$ cat src/rtl/trg_dec_pkg.sv
// Shared constants for the trigger-line decoder: FSM encoding, width classes, check period.
package trg_dec_pkg;

  localparam logic [2:0] ST_IDLE     = 3'd0;
  localparam logic [2:0] ST_MEAS_TRG = 3'd1;
  localparam logic [2:0] ST_WAIT_CHK = 3'd2;
  localparam logic [2:0] ST_MEAS_CHK = 3'd3;
  localparam logic [2:0] ST_STUCK    = 3'd4;

  localparam logic [1:0] WC_GLITCH = 2'd0;
  localparam logic [1:0] WC_TRG    = 2'd1;
  localparam logic [1:0] WC_CHK    = 2'd2;
  localparam logic [1:0] WC_BAD    = 2'd3;

  localparam int CHK_PERIOD_BITS = 12;

  function automatic logic [1:0] width_class(
    input logic [7:0] w,
    input logic [7:0] trg_min,
    input logic [7:0] trg_max,
    input logic [7:0] chk_min,
    input logic [7:0] chk_max
  );
    logic [1:0] c;
    if (w < trg_min)                    c = WC_GLITCH;
    else if (w <= trg_max)              c = WC_TRG;
    else if (w >= chk_min && w <= chk_max) c = WC_CHK;
    else                                c = WC_BAD;
    return c;
  endfunction

endpackage

$ cat src/rtl/trg_line_sync.sv
// 2-FF synchroniser plus registered edge detect; line_lvl, line_fall and line_rise are cycle-aligned.
// Latency 3 clocks from the pin; no backpressure. Resets to the low level so a line held low is not seen as a new edge.
module trg_line_sync (
  input  logic clk_in,
  input  logic rst_in,
  input  logic line_in,
  output logic line_lvl,
  output logic line_fall,
  output logic line_rise
);

  logic sync1, sync2;

  always_ff @(posedge clk_in) begin
    if (rst_in) begin
      sync1     <= 1'b0;
      sync2     <= 1'b0;
      line_lvl  <= 1'b0;
      line_fall <= 1'b0;
      line_rise <= 1'b0;
    end else begin
      sync1     <= line_in;
      sync2     <= sync1;
      line_lvl  <= sync2;
      line_fall <= line_lvl & ~sync2;
      line_rise <= ~line_lvl & sync2;
    end
  end

endmodule

$ cat src/rtl/trg_in_decoder.sv
// Trigger-line decoder: recovers triggers and check pulses, keeps a local count; stats under TRG_DEC_STATS_EN.
// Strobes registered 4 clocks after the releasing line edge; no backpressure, enb_in=0 abandons the pulse.
module trg_in_decoder
  import trg_dec_pkg::*;
#(
  parameter int TRG_MIN_WIDTH = 16,
  parameter int TRG_MAX_WIDTH = 24,
  parameter int CHK_MIN_WIDTH = 44,
  parameter int CHK_MAX_WIDTH = 56,
  parameter int GAP_MAX       = 16,
  parameter int STUCK_MAX     = 255
) (
  input  logic        clk_in,
  input  logic        rst_in,
  input  logic        trg_in_N,
  input  logic        enb_in,
  input  logic        cnt_clr_in,
  output logic        trg_pulse_out,
  output logic [15:0] trg_cnt_out,
  output logic        chk_ok_out,
  output logic        chk_mismatch_out,
  output logic        chk_miss_out,
  output logic        width_err_out,
  output logic        stuck_out,
  output logic [15:0] glitch_cnt_out,
  output logic [15:0] width_err_cnt_out
);

  localparam logic [7:0] TRG_MIN  = 8'(TRG_MIN_WIDTH);
  localparam logic [7:0] TRG_MAX  = 8'(TRG_MAX_WIDTH);
  localparam logic [7:0] CHK_MIN  = 8'(CHK_MIN_WIDTH);
  localparam logic [7:0] CHK_MAX  = 8'(CHK_MAX_WIDTH);
  localparam logic [7:0] GAP_LAST = 8'(GAP_MAX - 1);
  localparam logic [7:0] STK_LIM  = 8'(STUCK_MAX);

  logic        line_hi, line_fall, line_rise;
  logic [2:0]  state, state_nxt;
  logic [7:0]  wcnt, gap;
  logic [1:0]  wcls;
  logic        chk_exp;
  logic        accept, ok, mism, miss, werr, glitch;
  logic [15:0] cnt_nxt;

  trg_line_sync u_sync (
    .clk_in    (clk_in),
    .rst_in    (rst_in),
    .line_in   (trg_in_N),
    .line_lvl  (line_hi),
    .line_fall (line_fall),
    .line_rise (line_rise)
  );

  always_comb begin
    state_nxt = state;
    accept    = 1'b0;
    ok        = 1'b0;
    mism      = 1'b0;
    miss      = 1'b0;
    werr      = 1'b0;
    glitch    = 1'b0;
    wcls      = width_class(wcnt, TRG_MIN, TRG_MAX, CHK_MIN, CHK_MAX);
    case (state)
      ST_IDLE: if (line_fall) state_nxt = ST_MEAS_TRG;
      ST_MEAS_TRG, ST_MEAS_CHK: begin
        if (line_rise) begin
          case (wcls)
            WC_GLITCH: begin
              // a glitch inside the check window leaves the gap count running
              glitch    = 1'b1;
              state_nxt = (state == ST_MEAS_CHK) ? ST_WAIT_CHK : ST_IDLE;
            end
            WC_TRG: begin
              accept    = 1'b1;
              miss      = (state == ST_MEAS_CHK) && chk_exp;
              state_nxt = ST_WAIT_CHK;
            end
            WC_CHK: begin
              if (state == ST_MEAS_CHK) begin
                ok   = chk_exp;
                mism = ~chk_exp;
              end else begin
                werr = 1'b1;
              end
              state_nxt = ST_IDLE;
            end
            default: begin
              werr      = 1'b1;
              state_nxt = ST_IDLE;
            end
          endcase
        end else if (!line_hi && wcnt == STK_LIM) begin
          state_nxt = ST_STUCK;
        end
      end
      ST_WAIT_CHK: begin
        if (line_fall) begin
          state_nxt = ST_MEAS_CHK;
        end else if (line_hi && gap == GAP_LAST) begin
          miss      = chk_exp;
          state_nxt = ST_IDLE;
        end
      end
      ST_STUCK: if (line_hi) state_nxt = ST_IDLE;
      default:  state_nxt = ST_IDLE;
    endcase
    if (!enb_in) begin
      state_nxt = ST_IDLE;
      accept    = 1'b0;
      ok        = 1'b0;
      mism      = 1'b0;
      miss      = 1'b0;
      werr      = 1'b0;
      glitch    = 1'b0;
    end
    cnt_nxt = cnt_clr_in ? 16'h0000 : (accept ? trg_cnt_out + 16'd1 : trg_cnt_out);
  end

  always_ff @(posedge clk_in) begin
    if (rst_in) begin
      state            <= ST_IDLE;
      wcnt             <= 8'd0;
      gap              <= 8'd0;
      chk_exp          <= 1'b0;
      trg_pulse_out    <= 1'b0;
      trg_cnt_out      <= 16'h0000;
      chk_ok_out       <= 1'b0;
      chk_mismatch_out <= 1'b0;
      chk_miss_out     <= 1'b0;
      width_err_out    <= 1'b0;
      stuck_out        <= 1'b0;
    end else begin
      if (line_fall)                     wcnt <= 8'd1;
      else if (!line_hi && wcnt != 8'hFF) wcnt <= wcnt + 8'd1;
      if (accept)                                gap <= 8'd0;
      else if (state == ST_WAIT_CHK && line_hi)  gap <= gap + 8'd1;
      if (accept) chk_exp <= (cnt_nxt[CHK_PERIOD_BITS-1:0] == '0);
      state            <= state_nxt;
      trg_pulse_out    <= accept;
      trg_cnt_out      <= cnt_nxt;
      chk_ok_out       <= ok;
      chk_mismatch_out <= mism;
      chk_miss_out     <= miss;
      width_err_out    <= werr;
      if (enb_in) stuck_out <= (state_nxt == ST_STUCK);
    end
  end

`ifdef TRG_DEC_STATS_EN
  always_ff @(posedge clk_in) begin
    if (rst_in || cnt_clr_in) begin
      glitch_cnt_out    <= 16'h0000;
      width_err_cnt_out <= 16'h0000;
    end else begin
      if (glitch && glitch_cnt_out != 16'hFFFF)  glitch_cnt_out    <= glitch_cnt_out + 16'd1;
      if (werr && width_err_cnt_out != 16'hFFFF) width_err_cnt_out <= width_err_cnt_out + 16'd1;
    end
  end
`else
  logic unused_stats;
  assign unused_stats      = glitch;
  assign glitch_cnt_out    = 16'h0000;
  assign width_err_cnt_out = 16'h0000;
`endif

endmodule
$ cat config.mk
export PLATFORM = sky130hd
export DESIGN_NAME = trg_in_decoder
export DESIGN_NICKNAME = d
export VERILOG_FILES = /design/src/rtl/trg_dec_pkg.sv /design/src/rtl/trg_line_sync.sv /design/src/rtl/trg_in_decoder.sv
export SDC_FILE = /design/constraint.sdc
export NUM_CORES = 1
export LEC_CHECK = 0
export CORE_MARGIN = 2
export CORE_UTILIZATION = 37
export DETAILED_ROUTE_END_ITERATION = 10
export DONT_BUFFER_PORTS = 1
export HOLD_SLACK_MARGIN = 0.02
export RECOVER_POWER = 50
export SLEW_MARGIN = 25
export SYNTH_ARGS = -nofsm -noshare
export SYNTH_HDL_FRONTEND = slang
export SYNTH_SLANG_ARGS = --single-unit
$ cat constraint.sdc
create_clock -name clk_in -period 2.4 [get_ports clk_in]
set_input_delay 0.48 -clock clk_in [delete_from_list [all_inputs] [get_ports clk_in]]
set_output_delay 0.48 -clock clk_in [all_outputs]
set_load 0.02 [all_outputs]
Word-level counts from Yosys, hierarchy flattened

Cells that the tools add are included.
Widths: inputs -> output; s select.

Register bits after elaboration: 47
Bits in latches: 0
Bits in writable memories: 0
Bits in read-only memories: 0
Input port bits: 5
Output and inout bits: 54
Word-level logic and storage cells: 92
Memories: 0

Add/subtract/negate cells: 3
Multiply operators: 0
Div/mod/pow operators: 0
$lt $le $gt $ge: 4
Equal/unequal tests: 10
Shift operators: 0
Multiplexer cells: 28
Bitwise operators: 10
Reductions and logical operators: 19

Operator list:

| operator              | number |
|---|---|
| $mux 12               | 2 |
| $mux 3                | 7 |
| $add 16x1->16 const B | 1 |
| $add 8x1->8 const B   | 2 |
| $logic_not 12->1      | 1 |
| $mux 1                | 12 |
| $pmux 3 s4            | 1 |
| $reduce_or 2->1       | 6 |
| $eq 8x4->1 const B    | 1 |
| $eq 8x8->1 const B    | 1 |
| $ge 8x6->1 const B    | 1 |
| $le 8x5->1 const B    | 1 |
| $le 8x6->1 const B    | 1 |
| $lt 8x5->1 const B    | 1 |
| $ne 8x8->1 const B    | 1 |
| $not 1->1             | 8 |
| $eq 3x2->1 const B    | 2 |
| $eq 3x3->1 const B    | 2 |
| $logic_and 1x1->1     | 6 |
| $mux 2                | 3 |
| $reduce_or 6->1       | 1 |
| $pmux 1 s2            | 2 |
| $pmux 2 s2            | 1 |
| $reduce_or 4->1       | 1 |
| 8 further kinds       | 9 |

Longest topological paths before layout

Gate-level depths: netlist (run 1).

Depth in word-level cells: 13
Mapped depth: 7
Gate-level depth less buffers: 6

Cells and area by module

From an unflattened synthesis (run 1), not the netlist that was laid out.

Cell total of the unflattened synthesis: 304
Area, all modules: 2539.9 µm²

By module, submodules not included:

| module         | times used | cells each | area an instance (µm²) | seq. area each (µm²) |
|---|---|---|---|---|
| trg_in_decoder | 1          | 294        | 2406.1                 | 840.8 |
| trg_line_sync  | 1          | 10         | 133.9                  | 100.1 |

Worst setup path after synthesis (run 1)

OpenSTA, ideal clock, no wires.

Kind: register to register
Start: register trg_cnt_out[1]
End: register chk_exp
Setup time: 0.087 ns
Arrival time: 1.784 ns
Required time: 2.313 ns
Slack: 0.529 ns
Cell stages (with the launch flop): 7
Path buffers: 0
Clock period less this slack: 1.871 ns
Cells stage by stage: dfxtp_1 ha_1 nand4_1 nor3_1 and2_1 a31oi_1 o31ai_1

Longest elaborated chain between the ends: 4

RTL lines:

| what                    | line                  | RTL |
|---|---|---|
| start, declared         | trg_in_decoder.sv:19  | `output logic [15:0] trg_cnt_out,` |
| start signal, assigned  | trg_in_decoder.sv:139 | `trg_cnt_out <= cnt_nxt;` |
| $add 16x1->16           | trg_in_decoder.sv:115 | `cnt_nxt = cnt_clr_in ? 16'h0000 : (accept ? trg_cnt_out + 16'd1 : trg_cnt_out);` |
| $mux 12 * (2 in series) | trg_in_decoder.sv:115 |  |
| $logic_not 12->1 *      | trg_in_decoder.sv:136 | `if (accept) chk_exp <= (cnt_nxt[CHK_PERIOD_BITS-1:0] == '0);` |
| end signal, assigned    | trg_in_decoder.sv:136 |  |
| end, declared           | trg_in_decoder.sv:40  | `logic chk_exp;` |

Every way passes the cells marked *; elsewhere a longest branch is shown, timed or not.
A chain may end at the register's enable or synchronous reset.

Worst setup path after layout (run 1)

Start: register trg_cnt_out[2]
End: register chk_exp

Same word-level chain as after synthesis.

==> impl_metrics.env, run 1 <==
export IMPL_period_share_pct=87.6
export IMPL_postRouteAntennaNets=0
export IMPL_post_cts_repair_setup_buffers=0
export IMPL_clock_path_buffers=2
export IMPL_hold_violations=0
export IMPL_numPlacedInstances=373
export IMPL_hold_path_cell_count=1
export IMPL_effective_utilization_at_floorplan_pct=37.9
export IMPL_post_route_cells_drive_above_1_share_pct=6.33
export IMPL_groute_usage_overall_pct=13.1
export IMPL_vdd_ir_drop_max_mv=0.188
export IMPL_ioPinCount=59
export IMPL_vias_per_cell=5.06
export IMPL_cts_sink_count=47
export IMPL_timing_final_setup_violations=0
export IMPL_hold_path_startpoint="rst_in"
export IMPL_timing_final_max_slew_violations=0
export IMPL_netlist_top_cells_count="dfxtp_1 (47), nor2_1 (36), buf_4 (33), xor2_1 (17)"
export IMPL_ys_warn_count=0
export IMPL_setup_reg_to_reg_worst_slack_ps=300
export IMPL_stdcell_count=380
export IMPL_first_iter_violations=81
export IMPL_hp_class="in2reg"
export IMPL_synthesis_area_um2=2560
export IMPL_critPathMaxFanout=9
export IMPL_die_width_um=87.2
export IMPL_num_antenna_cells=0
export IMPL_filler_cell_count=688
export IMPL_worstSetupStartpoint="trg_cnt_out[2]$_SDFF_PP0_"
export IMPL_path_cells="clkbuf_1 -> nand4_1 -> nor3_1 -> and2_1 -> a31oi_1 -> o31ai_1"
export IMPL_detailroute_via_count=1923
export IMPL_cts_resized=0
export IMPL_finalWirelength_um=4860
export IMPL_h_tree_depth=2
export IMPL_synth_avg_cell_area_um2=8.68
export IMPL_io_buffer_count=0
export IMPL_wire_per_inst_um=12.8
export IMPL_timing_hold_worst_endpoint="stuck_out$_SDFFE_PP0P_"
export IMPL_placement_cell_area_um2=2570
export IMPL_finalWeightedCongestion=0.821
export IMPL_flow_area_growth_from_synthesis_pct=3.13
export IMPL_crit_path_start_kind="flop"
export IMPL_fp_dieArea_um2=7600
export IMPL_tritoncts="built"
export IMPL_grt_first_pass_wirelength_um=7860
export IMPL_cts_hold_buf=0
export IMPL_pin_count_of_the_biggest_net_entering_global_routing=23
export IMPL_path_clk_slew_ps=80
export IMPL_core_rowCount=30
export IMPL_time_the_final_worst_path_needs_with_i_o_delays_and_setup_ps=2100
export IMPL_design_final_nets=309
export IMPL_timing_clock_skew_ps=7.01
export IMPL_timing_hold_ws_ps=246
export IMPL_worst_path_arrival_ps=2300
export IMPL_final_util_pct=39.1
export IMPL_p_leak_nw=0.937
export IMPL_post_synth_top_count_cell="dfxtp_1"
export IMPL_finalSetupTns_ps=0
export IMPL_timing_limited_maximum_frequency_mhz=476
export IMPL_synth_seq_cells=47
export IMPL_drt_first_pass_iters=4
export IMPL_post_dp_hpwl_um=3580
export IMPL_cts_buffers=5
export IMPL_core_area_um2=6760
export IMPL_netlist_top_cells_area="dfxtp_1 (37%), buf_4 (9.7%), xor2_1 (5.8%)"
export IMPL_chipHeight_um=87.2
export IMPL_cpPeakStageDelay_ps=440
export IMPL_r2r_end="chk_exp$_SDFFE_PP0N_"
export IMPL_grt_overflow_total=0
export IMPL_timing_max_cap_violations=0
export IMPL_power_mw=1.43
export IMPL_clk_insertion_delay_late_ps=300
export IMPL_post_synth_inst_count=295
export IMPL_antenna_violations_before_repair=0
export IMPL_worst_r2r_cell_count=6
export IMPL_setup_worst_path_class="reg2reg"
export IMPL_drc_errors=0
export IMPL_critical_path_required_ps=2600
export IMPL_crit_reg2reg_launch="trg_cnt_out[2]$_SDFF_PP0_"
export IMPL_worst_setup_path_end_kind="flop"
export IMPL_postSynth_topFlopCell="dfxtp_1"
export IMPL_power_per_cell_area_nw_per_um2=541
export IMPL_timing_final_ws_setup_ps=297
export IMPL_timing_critical_path_slowest_stage_cell="clkbuf_1"
export IMPL_dp_worst_setup_slack_ps=455
export IMPL_synth_enable_flop_cells=0
export IMPL_synth_seq_area_share_pct=36.7
export IMPL_yosysUniqueCellTypes=53
export IMPL_slew_headroom_pct=62.8
export IMPL_vias_in_the_first_global_route=1667
export IMPL_asyncSetResetFlopFracSynth_pct=0
export IMPL_tightest_slew_ps=558
export IMPL_rsz0062_at_grt="no"
export IMPL_run_status="finished, final reports clean"
export IMPL_final_area_um2=2640
export IMPL_synth_largest_type_area_fraction_pct=36.7
export IMPL_clk_root_buffer_cell="clkbuf_8"
export IMPL_synthDominantAreaCellType="dfxtp_1"
==> flip-flops by register name (all words and copies together), names as in the netlist <==
signal / cells
chk_exp: 1
chk_mismatch_out: 1
chk_miss_out: 1
chk_ok_out: 1
gap: 8
state: 3
stuck_out: 1
trg_cnt_out: 16
trg_pulse_out: 1
u_sync.line_fall: 1
u_sync.line_lvl: 1
u_sync.line_rise: 1
u_sync.sync1: 1
u_sync.sync2: 1
wcnt: 8
width_err_out: 1
==> cells by family after synthesis <==
logic type,synth area share [%]
buffers and inverters,12.4
AND/OR/NAND/NOR,29.8
XOR/XNOR,9.57
flip-flops,36.7
other,0.146
AO/OA/AOI/OAI,7.91
adder cells (fa/ha/maj),1.95
multiplexers,1.56
==> layout by cell type (no fill, tap or decap), drive strengths merged, types with 5 or more instances in the layout <==
cell type	count
nand4	14
nand2	14
conb	32
nor3	14
inv	6
xnor2	11
and3	7
nand3	10
a21oi	6
xor2	17
clkbuf	13
and4	6
dfxtp	47
nand2b	5
nor2	36
==> report_power, final <==
group | leakage (nW) | internal, mW | switching [mW]
Sequential | 0.380 | 0.787 | 0.0126
Combinational | 0.506 | 0.0127 | 0.0638
Clock | 0.0513 | 0.305 | 0.248
Total | 0.937 | 1.11 | 0.325
==> routing by layer <==
metal | up-vias | global-route usage [%] | part of all wire [%] | wire length [µm]
li1 | 976 | - | - | -
met1 | 893 | 16.6 | 45 | 2210
met2 | 49 | 20.9 | 47 | 2280
met3 | 5 | 3.98 | 6.3 | 307
met4 | 0 | 5.45 | 1.4 | 66
met5 | - | 0 | 0 | 0
==> cell type report <==
cell class                      instances  area (µm²)  share of cell area (%)
Clock buffer                            6        72.6                    2.75
Inverter                                6        22.5                   0.853
Multi-Input combinational cell        229        1420                    53.7
Clock inverter                          1        30.0                    1.14
Timing Repair Buffer                   11        56.3                    2.13
Tap cell                               80         100                    3.79
Sequential cell                        47         941                    35.6
==> worst max-delay path: cells and delay by family, from the launching register on <==
kind	cells	cell delay, ps
AO/OA/AOI/OAI	2	370
buffers and inverters	1	440
flip-flops	1	330
AND/OR/NAND/NOR	3	870
==> worst max path at each step <==
stage,end,slack (ps)
after floorplan,chk_exp$_SDFFE_PP0N_,530
after global placement,trg_cnt_out[12]$_SDFFE_PP0N_,470
after detailed placement,chk_exp$_SDFFE_PP0N_,450
after CTS,chk_exp$_SDFFE_PP0N_,410
after global routing,chk_exp$_SDFFE_PP0N_,190
final,chk_exp$_SDFFE_PP0N_,300
Note: power is estimated with default switching activity, not from simulation.
==> run 2: changes to the inputs <==
CTS_CLUSTER_SIZE = 16   (was unset)
==> results of run 2 <==
Same layout as run 1: the final DEF is identical, and so are final timing and power.
==> run 3: changes to the inputs <==
CTS_CLUSTER_DIAMETER = 80   (was unset)
==> results of run 3 <==
Same layout as run 1: the final DEF is identical, and so are final timing and power.
